==> src/rtl/multicycle_control_fsm.sv <==
// Multi-cycle control sequencer for the MIPS-subset datapath: steps fetch, decode,
// execute, memory and writeback, with memory-ready waits, timeout abort and retirement count.
module multicycle_control_fsm #(
    parameter int WAIT_LIMIT = 15,
    parameter int CNT_W      = 32
) (
    input  logic             clk,
    input  logic             reset,
    input  logic [5:0]       opcode,
    input  logic             zero,
    input  logic             memReady,
    output logic             pcEn,
    output logic             pcWrite,
    output logic             pcWriteCond,
    output logic             iOrD,
    output logic             memRead,
    output logic             memWrite,
    output logic             irWrite,
    output logic             memToReg,
    output logic             regDst,
    output logic             regWrite,
    output logic             aluSrcA,
    output logic [1:0]       aluSrcB,
    output logic [1:0]       aluOp,
    output logic [1:0]       pcSource,
    output logic [3:0]       stateOut,
    output logic             instrDone,
    output logic             illegalOp,
    output logic             memTimeout,
    output logic [CNT_W-1:0] instrCount
);

    typedef enum logic [3:0] {
        S_FETCH     = 4'd0,
        S_DECODE    = 4'd1,
        S_MEM_ADDR  = 4'd2,
        S_MEM_READ  = 4'd3,
        S_MEM_WB    = 4'd4,
        S_MEM_WRITE = 4'd5,
        S_EXECUTE   = 4'd6,
        S_R_WB      = 4'd7,
        S_BRANCH    = 4'd8,
        S_JUMP      = 4'd9,
        S_ADDI_EXEC = 4'd10,
        S_ADDI_WB   = 4'd11
    } state_t;

    localparam logic [7:0] LP_WAIT_MAX = 8'(WAIT_LIMIT - 1);

    state_t     r_state;
    state_t     w_next;
    logic [7:0] r_wait;
    logic       w_wait_st;
    logic       w_expire;

    assign w_wait_st = (r_state == S_FETCH) || (r_state == S_MEM_READ) || (r_state == S_MEM_WRITE);
    assign w_expire  = w_wait_st && !memReady && (r_wait == LP_WAIT_MAX);

    // Outputs are a pure decode of state and inputs; reset blanks them without waiting for a clock.
    always_comb begin
        w_next      = r_state;
        pcWrite     = 1'b0;
        pcWriteCond = 1'b0;
        iOrD        = 1'b0;
        memRead     = 1'b0;
        memWrite    = 1'b0;
        irWrite     = 1'b0;
        memToReg    = 1'b0;
        regDst      = 1'b0;
        regWrite    = 1'b0;
        aluSrcA     = 1'b0;
        aluSrcB     = 2'b00;
        aluOp       = 2'b00;
        pcSource    = 2'b00;
        instrDone   = 1'b0;
        illegalOp   = 1'b0;
        memTimeout  = 1'b0;
        if (!reset) begin
            case (r_state)
                S_FETCH: begin
                    memRead = 1'b1;
                    aluSrcB = 2'b01;
                    irWrite = memReady;
                    pcWrite = memReady;
                    if (memReady) w_next = S_DECODE;
                end
                S_DECODE: begin
                    aluSrcB = 2'b11;
                    case (opcode)
                        6'b100011, 6'b101011: w_next = S_MEM_ADDR;
                        6'b000000:            w_next = S_EXECUTE;
                        6'b000100:            w_next = S_BRANCH;
                        6'b000010:            w_next = S_JUMP;
                        6'b001000:            w_next = S_ADDI_EXEC;
                        default: begin
                            w_next    = S_FETCH;
                            illegalOp = 1'b1;
                        end
                    endcase
                end
                S_MEM_ADDR: begin
                    aluSrcA = 1'b1;
                    aluSrcB = 2'b10;
                    w_next  = (opcode == 6'b100011) ? S_MEM_READ : S_MEM_WRITE;
                end
                S_MEM_READ: begin
                    memRead = 1'b1;
                    iOrD    = 1'b1;
                    if (memReady) w_next = S_MEM_WB;
                end
                S_MEM_WB: begin
                    memToReg  = 1'b1;
                    regWrite  = 1'b1;
                    instrDone = 1'b1;
                    w_next    = S_FETCH;
                end
                S_MEM_WRITE: begin
                    memWrite = 1'b1;
                    iOrD     = 1'b1;
                    if (memReady) begin
                        instrDone = 1'b1;
                        w_next    = S_FETCH;
                    end
                end
                S_EXECUTE: begin
                    aluSrcA = 1'b1;
                    aluOp   = 2'b10;
                    w_next  = S_R_WB;
                end
                S_R_WB: begin
                    regDst    = 1'b1;
                    regWrite  = 1'b1;
                    instrDone = 1'b1;
                    w_next    = S_FETCH;
                end
                S_BRANCH: begin
                    aluSrcA     = 1'b1;
                    aluOp       = 2'b01;
                    pcSource    = 2'b01;
                    pcWriteCond = 1'b1;
                    instrDone   = 1'b1;
                    w_next      = S_FETCH;
                end
                S_JUMP: begin
                    pcSource  = 2'b10;
                    pcWrite   = 1'b1;
                    instrDone = 1'b1;
                    w_next    = S_FETCH;
                end
                S_ADDI_EXEC: begin
                    aluSrcA = 1'b1;
                    aluSrcB = 2'b10;
                    w_next  = S_ADDI_WB;
                end
                S_ADDI_WB: begin
                    regWrite  = 1'b1;
                    instrDone = 1'b1;
                    w_next    = S_FETCH;
                end
                default: w_next = S_FETCH;
            endcase
            if (w_expire) begin
                memTimeout = 1'b1;
                w_next     = S_FETCH;
            end
        end
    end

    assign pcEn     = pcWrite | (pcWriteCond & zero);
    assign stateOut = reset ? 4'd0 : r_state;

    always_ff @(posedge clk or posedge reset) begin
        if (reset) begin
            r_state    <= S_FETCH;
            r_wait     <= 8'd0;
            instrCount <= '0;
        end else begin
            r_state <= w_next;
            // Any state change (including a FETCH retry) starts a fresh wait window.
            if ((w_next != r_state) || w_expire)
                r_wait <= 8'd0;
            else if (w_wait_st && !memReady)
                r_wait <= r_wait + 8'd1;
            if (instrDone)
                instrCount <= instrCount + 1'b1;
        end
    end

endmodule

==> config.mk <==
export PLATFORM = sky130hd
export DESIGN_NAME = multicycle_control_fsm
export DESIGN_NICKNAME = d
export VERILOG_FILES = /design/src/rtl/multicycle_control_fsm.sv
export SDC_FILE = /design/constraint.sdc
export NUM_CORES = 1
export LEC_CHECK = 0
export BUFFER_PORTS_ARGS = -buffer_cell sky130_fd_sc_hd__buf_4
export CORE_MARGIN = 4
export CORE_UTILIZATION = 47
export DETAILED_ROUTE_END_ITERATION = 8
export GPL_ROUTABILITY_DRIVEN = 0
export GPL_TIMING_DRIVEN = 0
export PLACE_DENSITY = 0.71
export SLEW_MARGIN = 20
export SYNTH_ARGS = -nofsm -noshare
export SYNTH_HDL_FRONTEND = slang
export SYNTH_SLANG_ARGS = --single-unit
export TNS_END_PERCENT = 100
==> constraint.sdc <==
create_clock -name clk -period 4.2 [get_ports clk]
set_input_delay 0.84 -clock clk [delete_from_list [all_inputs] [get_ports clk]]
set_output_delay 0.84 -clock clk [all_outputs]
set_load 0.02 [all_outputs]
# Word level (Yosys, flattened, before mapping)
# Cells that the tools add are included.
dict set report totals {
  word_cells 87
  output_inout_bits 56
  input_bits 10
  ff_bits 44
}
dict set report op_classes {
  bitwise 2
  n_reduce_logical 17
  n_mux 45
  add_sub_neg 2
  eq_ne 18
}
# operator count
set ops {}
lappend ops {{32-bit by 1-bit adder with 32-bit output (second input constant)} 1}
lappend ops {{4-bit case mux with 7 select lines} 1}
lappend ops {{1-bit two-way mux} 26}
lappend ops {{4-bit two-way mux} 6}
lappend ops {{4-bit case mux with 5 select lines} 1}
lappend ops {{4-bit by 3-bit equality test with 1-bit output (second input constant)} 4}
lappend ops {{4-bit equality test (second input constant)} 4}
lappend ops {{8-bit two-way mux} 2}
lappend ops {{6-bit equality test (second input constant)} 2}
lappend ops {{8-bit by 1-bit adder with 8-bit output (second input constant)} 1}
lappend ops {{4-bit by 2-bit equality test with 1-bit output (second input constant)} 2}
lappend ops {{8-bit by 4-bit equality test with 1-bit output (second input constant)} 1}
lappend ops {{2-bit case mux with 2 select lines} 2}
lappend ops {{2-bit OR reduction} 4}
lappend ops {{6-bit by 2-bit equality test with 1-bit output (second input constant)} 1}
lappend ops {{6-bit by 3-bit equality test with 1-bit output (second input constant)} 1}
lappend ops {{6-bit by 4-bit equality test with 1-bit output (second input constant)} 1}
lappend ops {{6-bit zero test} 1}
lappend ops {{2-bit two-way mux} 3}
lappend ops {{2-bit case mux with 3 select lines} 1}
lappend ops {{6-bit OR reduction} 1}
lappend ops {{5-bit OR reduction} 1}
lappend ops {{4-bit by 1-bit equality test with 1-bit output (second input constant)} 1}
lappend ops {{4-bit zero test} 1}
lappend ops {{other kinds (11)} 15}

# Depth between registers and ports, before layout
dict set report logic_depth {
  word_depth 10
  depth_mapped 8
  depth_no_buf 8
}

# Worst setup path before layout
# Ideal clock, no wire load.
dict set report synth_path {
  path_type {input to output}
  from {in reset}
  to {out aluSrcB[1]}
  arrival_ns 2.455
  cell_stages 2
  n_path_buf 0
  required_time_ns 3.360
  setup_slack_ns 0.905
  path_cell_list {clkinv_1 > and3_1}
}
dict set report synth_via {
  elab_chain_cells 1
}
# element line
set synth_lines {}
lappend synth_lines {{start: declaration} 8} ;# input logic reset,
lappend synth_lines {{2-bit two-way mux} 78} ;# if (!reset) begin
lappend synth_lines {{end: declaration} 23} ;# output logic [1:0] aluSrcB,
# No other way between the ends.

# Final worst setup path
dict set report layout_path {
  from {in memReady}
  to {out memTimeout}
}
dict set report layout_via {
  elab_chain_cells 5
}
# element line
set layout_lines {}
lappend layout_lines {{start: declaration} 11} ;# input logic memReady,
lappend layout_lines {{1-bit zero test} 57} ;# assign w_expire = w_wait_st && !memReady && (r_wait == LP_WAIT_MAX);
lappend layout_lines {{1-bit logical AND (2 in a row)} 57}
lappend layout_lines {{1-bit two-way mux} 162} ;# if (w_expire) begin
lappend layout_lines {{1-bit two-way mux} 78}
lappend layout_lines {{end: declaration} 29} ;# output logic memTimeout,
# No other way between the ends.

==> results.txt <==
Pin slew with the least headroom to its limit: 0.790 ns
Total track usage: 0.187
Final Setup Violations: 0
Chip height: 84.7 um
Sequential fraction of the synthesis area: 0.398
Bufs on Longest Clock Path: 2
Combinational power share: 0.271
HPWL after DPL: 4980 um
Net Sw Power: 0.329 mW
Initial antenna violation count: 0
Syn Inst Count: 292
DR iter-0 viols: 128
Total die area: 7170 um2
Layout cells sized above 1: 0.264
CTS Buf Count: 5
Top post-synthesis cells by area: dfrtp_1 (40%), xnor2_1 (8.6%), xor2_1 (4.8%)
# IOs: 66
Post-route ant nets: 0
Status: complete, no violations
Core Area: 5610 um2
P_leak: 1.63 nW
Clk slew on worst S/H paths: 0.08 ns
Post-DR wirelength/cell: 14.9 um
IO Port Bufs: 64
Drt first pass iters: 4
Commonest non-fill, non-tap cell in the layout: buf_4
Initial core utilization: 0.493
First-pass GRT wire length: 11200 um
CP cell instances: buf_4 -> nor4b_2 -> a22o_1 -> buf_2 -> nand3_1 -> nor2_1 -> buf_4
Synthesized area: 2770 um2
Largest net degree at the start of global routing: 40
CTS resizes: 0
Max H-tree Level: 2
Highest Clock Rate: 330 MHz
WHS: 0.478 ns
CTS tree: done
Syn-to-layout area delta: 24.3%
Antenna cells: 0
Worst Hold Class: flop to flop
Vias in the first global route: 2331
Setup TNS: 0 ns
RSZ-0062 raised after global routing: no
Switching Fraction: 0.325
Final Hold Fails: 0
CTS root buffer: clkbuf_8
DRC: 0
Slew Limit Fails: 0
Power share of the clock group: 0.248
Avg Inst Size Synth: 9.47 um2
Period utilization: 0.721
Worst setup margin: 1.17 ns
Final layout net count: 377
Clk_lat worst skew: 0.29 ns
Most frequent cells in the layout: buf_4 (66), dfrtp_1 (44), nand2_1 (31)
Ys async rst share: 1.00
GRT overflow: 0
Largest fanout on the critical path: 9
Num rows: 27
Max-cap viol count: 0
CP max stage delay: 0.32 ns
CP required: 3.36 ns
Critical path arrival: 2.19 ns
Final wirelength: 6480 um
Share of the synthesized area in the top cell type: 0.398
FF+latch count, synth: 44
Relative slew slack: 0.469
EDFF count, synth: 0
Crit-path most repeated cell: buf_4
Maximum VDD drop: 0.000280 V
Post-synth cell types: 58
Post-layout util: 0.613
Post-CTS Setup Bufs: 0
Synth area leader: dfrtp_1
Clock skew: 0.0123 ns
Ys Warns: 0
Critical path class: primary input to primary output
Fillers: 525
PD cells: 295 nW/um2
Via density: 5.52
Power Internal: 0.684 mW
Vias: 2407
Min Tclk post-route: 3.03 ns
Critical path capture point type: primary output
Hold-fix buffers at CTS: 0
Placement Setup Slack: 1.04 ns
Flop pwr share: 0.481
Net Count, Synth: 305
Clock Sinks: 44
Slowest stage cell, crit path: nor4b_2
CP Launch Type: primary input
Die span in x: 84.7 um
Ys flop type: dfrtp_1
## flip-flops by register name, summed over array words and instances (netlist names)
name,count
r_wait,8
r_state,4
instrCount,32
## cell usage after synthesis, drive strengths merged, types with 3 or more instances
library cell / number
dfrtp: 44
nand2: 31
xnor2: 27
nor2: 23
nand3: 18
xor2: 15
nor3: 14
buf: 10
nand4: 10
and3: 9
inv: 7
clkbuf: 6
nor4b: 6
o21ai: 6
a21oi: 5
and4: 5
nor4: 5
or4: 5
a21o: 4
nand2b: 4
ha: 3
## logic make-up after synthesis
| logic type | share of synthesized area |
|---|---|
| adder cells (fa/ha/maj) | 0.0172 |
| XOR/XNOR | 0.133 |
| multiplexers | 0.00769 |
| buffers and inverters | 0.0403 |
| AND/OR/NAND/NOR | 0.295 |
| AO/OA/AOI/OAI | 0.109 |
| flip-flops | 0.398 |
## per-stage QoR
stage               std cells  instance area (um2)  power, mW
detailed placement        429                 3360      0.774
floorplan                 292                 2770      0.685
finish                    436                 3440       1.01
global route              436                 3440       1.08
CTS                       436                 3440       1.03
global placement          428                 3340      0.765
## power by group through the flow
stage	clock [mW]	combinational (mW)	sequential, mW
2_1_floorplan	0	0.182	0.503
3_3_place_gp	0	0.270	0.495
3_5_place_dp	0	0.278	0.496
4_1_cts	0.259	0.279	0.488
5_1_grt	0.279	0.303	0.495
6_report	0.251	0.275	0.488
## final timing paths
kind | startpoint | end | slack [ns] | cells after the start
min | instrCount[31] | instrCount[31] | 0.48 | 1
min in group asynchronous | reset | instrCount[12] | 0.51 | 2
max reg2reg | r_state[2] | r_wait[1] | 1.50 | 6
min reg2reg | instrCount[31] | instrCount[31] | 0.48 | 1
max | memReady | memTimeout | 1.17 | 7
max in group asynchronous | reset | instrCount[4] | 3.22 | 3
## final cells by class
| type | count | area (um2) | area share |
|---|---|---|---|
| timing repair buffer | 65 | 500 | 0.146 |
| inverter | 8 | 31.3 | 0.00910 |
| clock inverter | 2 | 12.5 | 0.00364 |
| tap | 72 | 90.1 | 0.0262 |
| sequential | 44 | 1100 | 0.320 |
| multi-input combinational | 224 | 1550 | 0.452 |
| clock buffer | 5 | 68.8 | 0.0200 |
| buffer | 16 | 81.3 | 0.0237 |
## layer usage
layer / routed length, um / track usage
met1: 2990 / 0.255
met5: 0 / 0
met4: 36 / 0.0360
met3: 276 / 0.0343
met2: 3180 / 0.314
## critical path, delay by kind of cell
family                 cells  cell delay (ns)
AO/OA/AOI/OAI              1             0.17
AND/OR/NAND/NOR            3             0.66
buffers and inverters      3             0.51
Power figures use the tool's default switching activity.
